<file path="config.mk">
export PLATFORM = sky130hd
export DESIGN_NAME = mvma_rr_arbiter
export DESIGN_NICKNAME = d
export VERILOG_FILES = /design/src/rtl/mvma_rr_arbiter.sv
export SDC_FILE = /design/constraint.sdc
export NUM_CORES = 1
export LEC_CHECK = 0
export ABC_AREA = 1
export CORE_MARGIN = 2
export CORE_UTILIZATION = 36
export DETAILED_ROUTE_END_ITERATION = 7
export GPL_TIMING_DRIVEN = 0
export MAX_ROUTING_LAYER = met4
export PLACE_DENSITY = 0.85
export SYNTH_ARGS = -nofsm -noshare
export SYNTH_HDL_FRONTEND = slang
export SYNTH_SLANG_ARGS = --single-unit
</file>
<file path="constraint.sdc">
create_clock -name clk -period 3.8 [get_ports clk]
set_clock_uncertainty 0.1 [all_clocks]
set_input_delay 0.76 -clock clk [delete_from_list [all_inputs] [get_ports clk]]
set_output_delay 0.76 -clock clk [all_outputs]
set_load 0.01 [all_outputs]
</file>
<file path="src/rtl/mvma_rr_arbiter.sv">
// mvma_rr_arbiter: two-requester round-robin front end for one shared vector layer.
// A granted requester streams N words into the layer (FEED), then the layer's M result
// words are streamed back to that same requester (DRAIN). Nothing is buffered; all
// stream paths are combinational pass-throughs selected by the current owner.
//
// Ports:
//   clk, reset                    clock, synchronous active-high reset
//   s0_*/s1_*                     requester input streams (valid/ready/data)
//   l_s_valid/l_s_ready/l_data_in stream into the shared layer
//   l_m_valid/l_m_ready/l_data_out stream out of the shared layer
//   o0_*/o1_*                     result streams back to each requester
//   busy                          high whenever a transaction is in progress
//   grant                         index of the current owner
module mvma_rr_arbiter #(
   parameter int unsigned T = 12,
   parameter int unsigned N = 8,
   parameter int unsigned M = 8
) (
   input  logic         clk,
   input  logic         reset,
   input  logic         s0_valid,
   output logic         s0_ready,
   input  logic [T-1:0] s0_data,
   input  logic         s1_valid,
   output logic         s1_ready,
   input  logic [T-1:0] s1_data,
   output logic         l_s_valid,
   input  logic         l_s_ready,
   output logic [T-1:0] l_data_in,
   input  logic         l_m_valid,
   output logic         l_m_ready,
   input  logic [T-1:0] l_data_out,
   output logic         o0_valid,
   input  logic         o0_ready,
   output logic [T-1:0] o0_data,
   output logic         o1_valid,
   input  logic         o1_ready,
   output logic [T-1:0] o1_data,
   output logic         busy,
   output logic         grant
);

   typedef enum logic [1:0] {StIdle, StFeed, StDrain} state_e;

   localparam logic [3:0] InLast  = 4'(N - 1);
   localparam logic [3:0] OutLast = 4'(M - 1);

   state_e     state_q, state_d;
   logic       gnt_q, gnt_d;
   logic       last_q, last_d;
   logic [3:0] in_cnt_q, in_cnt_d;
   logic [3:0] out_cnt_q, out_cnt_d;

   logic         sel_valid;
   logic [T-1:0] sel_data;
   logic         sel_oready;

   always_ff @(posedge clk) begin
      if (reset) begin
         state_q   <= StIdle;
         gnt_q     <= 1'b0;
         last_q    <= 1'b1;  // requester 0 wins the first tie
         in_cnt_q  <= '0;
         out_cnt_q <= '0;
      end else begin
         state_q   <= state_d;
         gnt_q     <= gnt_d;
         last_q    <= last_d;
         in_cnt_q  <= in_cnt_d;
         out_cnt_q <= out_cnt_d;
      end
   end

   always_comb begin
      state_d   = state_q;
      gnt_d     = gnt_q;
      last_d    = last_q;
      in_cnt_d  = in_cnt_q;
      out_cnt_d = out_cnt_q;

      s0_ready  = 1'b0;
      s1_ready  = 1'b0;
      l_s_valid = 1'b0;
      l_data_in = '0;
      l_m_ready = 1'b0;
      o0_valid  = 1'b0;
      o0_data   = '0;
      o1_valid  = 1'b0;
      o1_data   = '0;

      sel_valid  = gnt_q ? s1_valid : s0_valid;
      sel_data   = gnt_q ? s1_data : s0_data;
      sel_oready = gnt_q ? o1_ready : o0_ready;

      unique case (state_q)
         StIdle: begin
            // Arbitration cycle only: no stream moves here.
            if (s0_valid && s1_valid) begin
               gnt_d   = ~last_q;
               state_d = StFeed;
            end else if (s0_valid) begin
               gnt_d   = 1'b0;
               state_d = StFeed;
            end else if (s1_valid) begin
               gnt_d   = 1'b1;
               state_d = StFeed;
            end
         end
         StFeed: begin
            l_s_valid = sel_valid;
            l_data_in = sel_valid ? sel_data : '0;
            if (gnt_q) s1_ready = l_s_ready;
            else       s0_ready = l_s_ready;
            if (sel_valid && l_s_ready) begin
               if (in_cnt_q == InLast) begin
                  in_cnt_d = '0;
                  state_d  = StDrain;
               end else begin
                  in_cnt_d = in_cnt_q + 4'd1;
               end
            end
         end
         StDrain: begin
            l_m_ready = sel_oready;
            if (gnt_q) begin
               o1_valid = l_m_valid;
               o1_data  = l_m_valid ? l_data_out : '0;
            end else begin
               o0_valid = l_m_valid;
               o0_data  = l_m_valid ? l_data_out : '0;
            end
            if (l_m_valid && sel_oready) begin
               if (out_cnt_q == OutLast) begin
                  out_cnt_d = '0;
                  last_d    = gnt_q;
                  state_d   = StIdle;
               end else begin
                  out_cnt_d = out_cnt_q + 4'd1;
               end
            end
         end
         default: state_d = StIdle;
      endcase

      busy  = (state_q != StIdle);
      grant = gnt_q;

      // Hold every handshake low while reset is asserted, regardless of stale state.
      if (reset) begin
         s0_ready  = 1'b0;
         s1_ready  = 1'b0;
         l_s_valid = 1'b0;
         l_data_in = '0;
         l_m_ready = 1'b0;
         o0_valid  = 1'b0;
         o0_data   = '0;
         o1_valid  = 1'b0;
         o1_data   = '0;
         busy      = 1'b0;
      end
   end

endmodule
</file>
# == Word-level counts from Yosys, hierarchy flattened ==
# Cells that the tools add are included.
# totals
regBits,12
latch_bits,0
mem_bits_rw,0
mem_bits_ro,0
inputBits,44
output_inout_bits,44
mem_count,0
# classes
add_sub_neg,2
multipliers,0
div,0
order_cmp,0
eq_ne,9
n_shift,0
muxes,43
bitwise,1
reduce_logical,11
# ops
cell,n
$mux 12,11
$mux 1,22
$mux 2,7
$add 4x1->4 const B,2
$eq 4x3->1 const B,2
$mux 4,2
$ne 2x2->1 const B,4
$pmux 2 s3,1
$reduce_and 2->1,3
$reduce_and 5->1,1
$ne 4x4->1 const B,1
$logic_and 1x1->1,3
$reduce_and 3->1,1
$reduce_bool 3->1,1
$eq 2x1->1 const B,1
$eq 2x2->1 const B,1
$logic_not 2->1,1
$reduce_bool 2->1,1
$not 1->1,1

# == Logic depth before layout (Yosys ltp) ==
# Gate-level depths: netlist (run 1).
# depth
word_depth,4
ltp_mapped,7

# == Least setup slack after synthesis (run 1) ==
# No wires, ideal clock.
# synth_timing
path_type,input to output
from,in l_m_valid
to,out o0_data[10]
arrival_time_ps,1415
required_time_ps,2940
slack_ps,1525
cell_stages,5
path_cell_list,inv_1 -> nor2_8 -> nand3_4 -> buf_6 -> nor2_1
# synth_between
elab_chain_len,4
# synth_lines
element,line_no,source
start: declaration,30,"input logic l_m_valid,"
$mux 12,130,o0_data = l_m_valid ? l_data_out : '0;
$mux 12,125,if (gnt_q) begin
$mux 12,95,unique case (state_q)
$mux 12,149,if (reset) begin
end: declaration,35,"output logic [T-1:0] o0_data,"
# Every way passes these cells.

# == Worst setup path after layout (run 1) ==
# layout_timing
from,in reset
to,out l_data_in[2]
# layout_between
elab_chain_len,1
# layout_lines
element,line_no,source
start: declaration,20,"input logic reset,"
$mux 12,149,
end: declaration,29,"output logic [T-1:0] l_data_in,"
# Every way passes these cells.

==> results of run 1 <==
## tightest hold or removal path: stages (launching register included)
cell and delay (ps):
dfxtp_1 330, nand2_1 70, a21oi_1 50
## sequential cells by signal, indices dropped and copies added (netlist names)
signal     cells
state_q        2
grant          1
out_cnt_q      4
in_cnt_q       4
last_q         1
## kinds of logic after synthesis
logic type | count (synthesis) | synth area share, %
AND/OR/NAND/NOR | 126 | 49.8
AO/OA/AOI/OAI | 22 | 12.5
adder cells (fa/ha/maj) | 2 | 2.17
flip-flops | 12 | 20.8
buffers and inverters | 37 | 14.7
## power groups by stage
stage	logic (mW)	clock network (mW)	registers (mW)
finish	0.115	0.106	0.131
global route	0.125	0.115	0.131
CTS	0.116	0.109	0.131
detailed placement	0.115	0	0.134
global placement	0.113	0	0.134
floorplan	0.0493	0	0.134
## cells in the final DEF, fill, tap and decap left out, types with 3 or more instances in the layout
| master | synthesis | routed |
|---|---|---|
| a21oi_2 | 9 | 9 |
| nand3_1 | 11 | 11 |
| buf_6 | 4 | 4 |
| clkdlybuf4s50_1 | 0 | 87 |
| a21oi_1 | 11 | 11 |
| clkbuf_4 | 0 | 3 |
| nand2_2 | 3 | 3 |
| dfxtp_1 | 12 | 12 |
| nor2_1 | 38 | 38 |
| inv_1 | 29 | 29 |
| nand3_4 | 3 | 3 |
| nand2_1 | 62 | 62 |
| nand4_1 | 3 | 3 |
## area by class of cell
cell class | count | share of cell area (%)
Multi-Input combinational cell | 150 | 35.2
Sequential cell | 12 | 11.3
Clock buffer | 4 | 1.71
Tap cell | 44 | 2.60
Buffer | 7 | 2.72
Timing Repair Buffer | 87 | 41.1
Inverter | 30 | 5.32
## worst max-delay path by stage
| stage | from | endpoint | slack, ps | cells after the start |
|---|---|---|---|---|
| floorplan | l_m_valid | o0_data[10] | 1520 | 5 |
| global placement | reset | l_data_in[2] | 420 | 6 |
| detailed placement | reset | l_data_in[2] | 420 | 6 |
| CTS | reset | l_data_in[2] | 420 | 6 |
| global route | l_m_valid | o1_data[7] | 370 | 7 |
| finish | reset | l_data_in[2] | 450 | 6 |
## routing by layer
metal  wire, microns  global-route usage (%)  vias to the layer above
li1                -                       -                      796
met1            1480                    22.3                      676
met2            1810                    38.2                       55
met3             316                    3.62                        6
met4              42                    5.59                        0
met5               0                       -                        -
## synth_stat cells
cell	number
nand4_1	3
nand3_4	3
nand3_1	11
inv_1	29
nand3b_1	1
buf_6	4
nor2_1	38
nand2_1	62
ha_1	2
a21oi_2	9
nand2_4	1
nand2_2	3
nor3_1	2
inv_2	1
nor2_8	1
clkbuf_1	2
a21oi_1	11
buf_2	1
o21ai_0	2
dfxtp_1	12
nor2_2	1
## through the flow
stage / cells / hold slack, ps / power (mW)
floorplan: 199 / 329 / 0.183
finish: 334 / 387 / 0.352
global route: 334 / 422 / 0.371
global placement: 330 / 349 / 0.247
detailed placement: 330 / 377 / 0.249
CTS: 334 / 388 / 0.355
==> flow_metrics.tcl, run 1 <==
set metrics [dict create \
    hold_path_class "flop to flop" \
    rsz0062_at_grt "false" \
    yosysTopAreaCell "dfxtp_1" \
    grt_pass1_wl_mm 5.63 \
    drv_slew 0 \
    start_util_pct 37.8 \
    ys_ff_latch 12 \
    peakVddDrop_mv 0.168 \
    r2r-start "out_cnt_q[0]$_SDFFE_PP0P_" \
    detailed_place.area_sq_um 2080 \
    finalCriticalPeriod_ps 3350 \
    ys_seq_area_share_pct 20.8 \
    grt_antenna_before_repair 0 \
    status "complete, no violations" \
    power_leakage_nw 0.913 \
    clock_power_share_pct 30.2 \
    maxCapViolations 0 \
    htreeDepth 1 \
    synth_top_area_share_pct 20.8 \
    cellPowerDensity_nw_per_um2 166 \
    die_w_microns 60.6 \
    ant_nets 0 \
    multiInputGateArea_sq_um 744 \
    finalHoldViolCount 0 \
    cp.arrival_ps 2490 \
    mappedNetlistNets 245 \
    grt_max_degree 11 \
    cts.sinks 12 \
    drt_pass1_iterations 4 \
    cp_data_required_time_ps 2940 \
    critical_path.top_delay_family "buffers and inverters" \
    syn2layout_area_growth_pct 83.3 \
    synth_area_sq_um 1150 \
    numCtsBuffers 3 \
    pwr-share-seq_pct 37.2 \
    dpl.hpwl_mm 3.10 \
    critPathMaxStageDelay_ps 560 \
    worst_slack_ps 445 \
    cts.repair.resized 0 \
    whs_path_depth 2 \
    path_class "input port to output port" \
    grt_pass1_vias 1263 \
    syn_avg_cell_area_sq_um 5.80 \
    fillers 281 \
    tightest_slew_ps 458 \
    r2r-end "last_q$_SDFFE_PP1P_" \
    yosys-top-cells-area "dfxtp_1 21%, nand2_1 20%, nor2_1 12%, inv_1 9.4%, a21oi_2 6.8%" \
    drtIter0Drc 49 \
    vias_per_cell 4.59 \
    worst_r2r_path_depth 6 \
    setup_violations 0 \
    post-place-ws_ps 417 \
    clk_pin_slew_ps 80 \
    p_sw_mw 0.101 \
    wl_per_cell_microns 10.9 \
    netlist_instances 199 \
    cp.buffers_inverters 4 \
    grtUsageTotal_pct 20.6 \
    final.setup.tns_ps 0 \
    design_area_sq_um 2120 \
    final_util_pct 69.3 \
    power.internal_mw 0.250 \
    routed_wl_mm 3.65 \
    register_area_sq_um 240 \
    fin_crit_sh_pct 88.3 \
    gp_congestion 0.786 \
    synth_cell_types 21 \
    nets 337 \
    num_vias 1533 \
    die-area_sq_um 3680 \
    slowest_stage "clkdlybuf4s50_1" \
    cts_tree "yes" \
    holdPathEnd "out_cnt_q[1]$_SDFFE_PP0P_" \
    root_buffer "clkbuf_4" \
    crit_path_max_fanout 10 \
    hp-start "out_cnt_q[1]$_SDFFE_PP0P_" \
    power_frac_comb_pct 32.6 \
    drive_gt1_share_pct 9.66 \
    r2r_slack_ps 2470 \
    fmax_mhz 298 \
    diodes 0 \
    ios 88 \
    swShare_pct 28.8 \
    die_h_microns 60.6 \
    hold_buffers 0 \
    num_rows 20 \
    postCtsSetupBuffers 0 \
    drcViolationCount 0 \
    clk_path_buf_depth 2 \
    slew_headroom_pct 69.5 \
    core_sq_um 3050 \
    worstSetupEndpointType "output port" \
    crit_top_cell "clkdlybuf4s50_1" \
    portBuffers 87 \
    synth-warning-count 0 \
    startpoint_type "input port" \
    clk_latency_ps 280 \
    overflow 0 \
    worstPathCellList "clkdlybuf4s50_1 > inv_1 > nand3_4 > buf_6 > a21oi_2 > clkdlybuf4s50_1" \
]
(Power assumes the default switching activity.)
==> run 2, diff against run 1 <==
Settings changed: GPL_ROUTABILITY_DRIVEN set to 0, SLEW_MARGIN set to 20.
==> results of run 2 <==
No change in the layout: final DEF, timing and power equal those of run 1.
==> run 3, diff against run 2 <==
Settings changed: PLACE_DENSITY 0.85 to 0.95, TNS_END_PERCENT set to 30.
==> flow_metrics.tcl, run 3 (synthesized netlist as in run 1, its figures left out) <==
set metrics [dict create \
    cellPowerDensity_nw_per_um2 154 \
    peakVddDrop_mv 0.130 \
    power_leakage_nw 0.906 \
    hold_buffers 0 \
    dpl.hpwl_mm 3.16 \
    layout_common_cells "87 x clkdlybuf4s50_1, 62 x nand2_1, 38 x nor2_1" \
    r2r-end "state_q[0]$_SDFFE_PP0P_" \
    htreeDepth 1 \
    design_area_sq_um 2100 \
    cp_data_required_time_ps 2940 \
    drive_gt1_share_pct 9.34 \
    r2r_slack_ps 2480 \
    hold_path_class "flop to flop" \
    start_util_pct 37.8 \
    finalHoldViolCount 0 \
    worstSetupEndpointType "output port" \
    ant_nets 0 \
    postCtsSetupBuffers 0 \
    cts.repair.resized 0 \
    fin_crit_sh_pct 88.7 \
    final.setup.tns_ps 0 \
    die_w_microns 60.6 \
    cts_tree "yes" \
    crit_start "reset" \
    ios 88 \
    vias_per_cell 4.80 \
    status "complete, no violations" \
    cts.sinks 12 \
    finalCriticalPeriod_ps 3370 \
    holdPathEnd "last_q$_SDFFE_PP1P_" \
    path_class "input port to output port" \
    clk_path_buf_depth 2 \
    slew_headroom_pct 72.1 \
    routed_wl_mm 3.73 \
    core_sq_um 3050 \
    whs_path_depth 2 \
    clk_latency_ps 270 \
    rsz0062_at_grt "false" \
    drt_pass1_iterations 4 \
    hp-start "last_q$_SDFFE_PP1P_" \
    wl_per_cell_microns 11.2 \
    portBuffers 87 \
    root_buffer "clkbuf_4" \
    clk_pin_slew_ps 70 \
    num_vias 1599 \
    final_common_cell "clkdlybuf4s50_1" \
    crit_path_max_fanout 10 \
    startpoint_type "input port" \
    diodes 0 \
    cp.arrival_ps 2510 \
    grt_max_degree 11 \
    grt_antenna_before_repair 0 \
    die_h_microns 60.6 \
    tightest_slew_ps 419 \
    detailed_place.area_sq_um 2080 \
    numCtsBuffers 3 \
    grtUsageTotal_pct 21.0 \
    grt_pass1_wl_mm 5.73 \
    maxCapViolations 0 \
    nets 337 \
    die-area_sq_um 3680 \
    worst_r2r_path_depth 6 \
    syn2layout_area_growth_pct 82.1 \
    fmax_mhz 297 \
    num_rows 20 \
    drv_slew 0 \
    reg_top3 "in_cnt_q (4), out_cnt_q (4), state_q (2)" \
    setup_violations 0 \
    overflow 0 \
    drtIter0Drc 50 \
    final_util_pct 68.9 \
    grt_pass1_vias 1370 \
    drcViolationCount 0 \
    r2r-start "in_cnt_q[0]$_SDFFE_PP0P_" \
]
run 3: changes by cell type in the layout (fill, tap and decap cells not counted):
cell	previous run	this run
clkbuf_8	1	0
run 3: critical path, stage by stage:
cell	delay (ps)
clkdlybuf4s50_1	440
inv_1	320
nand3_4	150
buf_6	180
a21oi_2	110
clkdlybuf4s50_1	550
run 3: area by class of cell:
type | count | area [sq um]
buffer | 7 | 57.6
fill | 255 | 950
clock buffer | 3 | 22.5
timing repair buffer | 87 | 871
sequential | 12 | 240
inverter | 30 | 113
tap | 44 | 55.1
multi-input combinational | 150 | 744
run 3: how the worst max path moves through the flow:
stage / end / slack, ps / depth (start not counted)
3_3_place_gp: o1_data[5] / 450 / 7
4_1_cts: l_data_in[5] / 440 / 6
2_1_floorplan: o0_data[10] / 1520 / 5
3_5_place_dp: o1_data[5] / 440 / 7
6_report: l_data_in[5] / 430 / 6
5_1_grt: l_data_in[8] / 350 / 6
run 3: stage by stage:
step / hold slack (ps) / cells / setup slack, ps / power [mW]
finish: 373 / 333 / 428 / 0.324
global route: 399 / 333 / 352 / 0.344
CTS: 374 / 333 / 438 / 0.325
detailed placement: 357 / 330 / 440 / 0.250
global placement: 348 / 330 / 454 / 0.247
floorplan: 329 / 199 / 1520 / 0.183
run 3: layer usage:
metal / track usage [%] / up-vias / wire length [microns] / part of all wire, %
met5: - / - / 0 / 0
li1: - / 793 / - / -
met3: 5.54 / 12 / 346 / 9.3
met1: 20.1 / 715 / 1340 / 36
met2: 40.6 / 79 / 1950 / 52
met4: 5.90 / 0 / 89 / 2.4
run 3: power breakdown:
group          leakage, nW  switching, mW  internal (mW)
Clock               0.0138         0.0396         0.0366
Sequential          0.0973        0.00225          0.128
Combinational        0.795         0.0531         0.0636
Total                0.906         0.0950          0.229
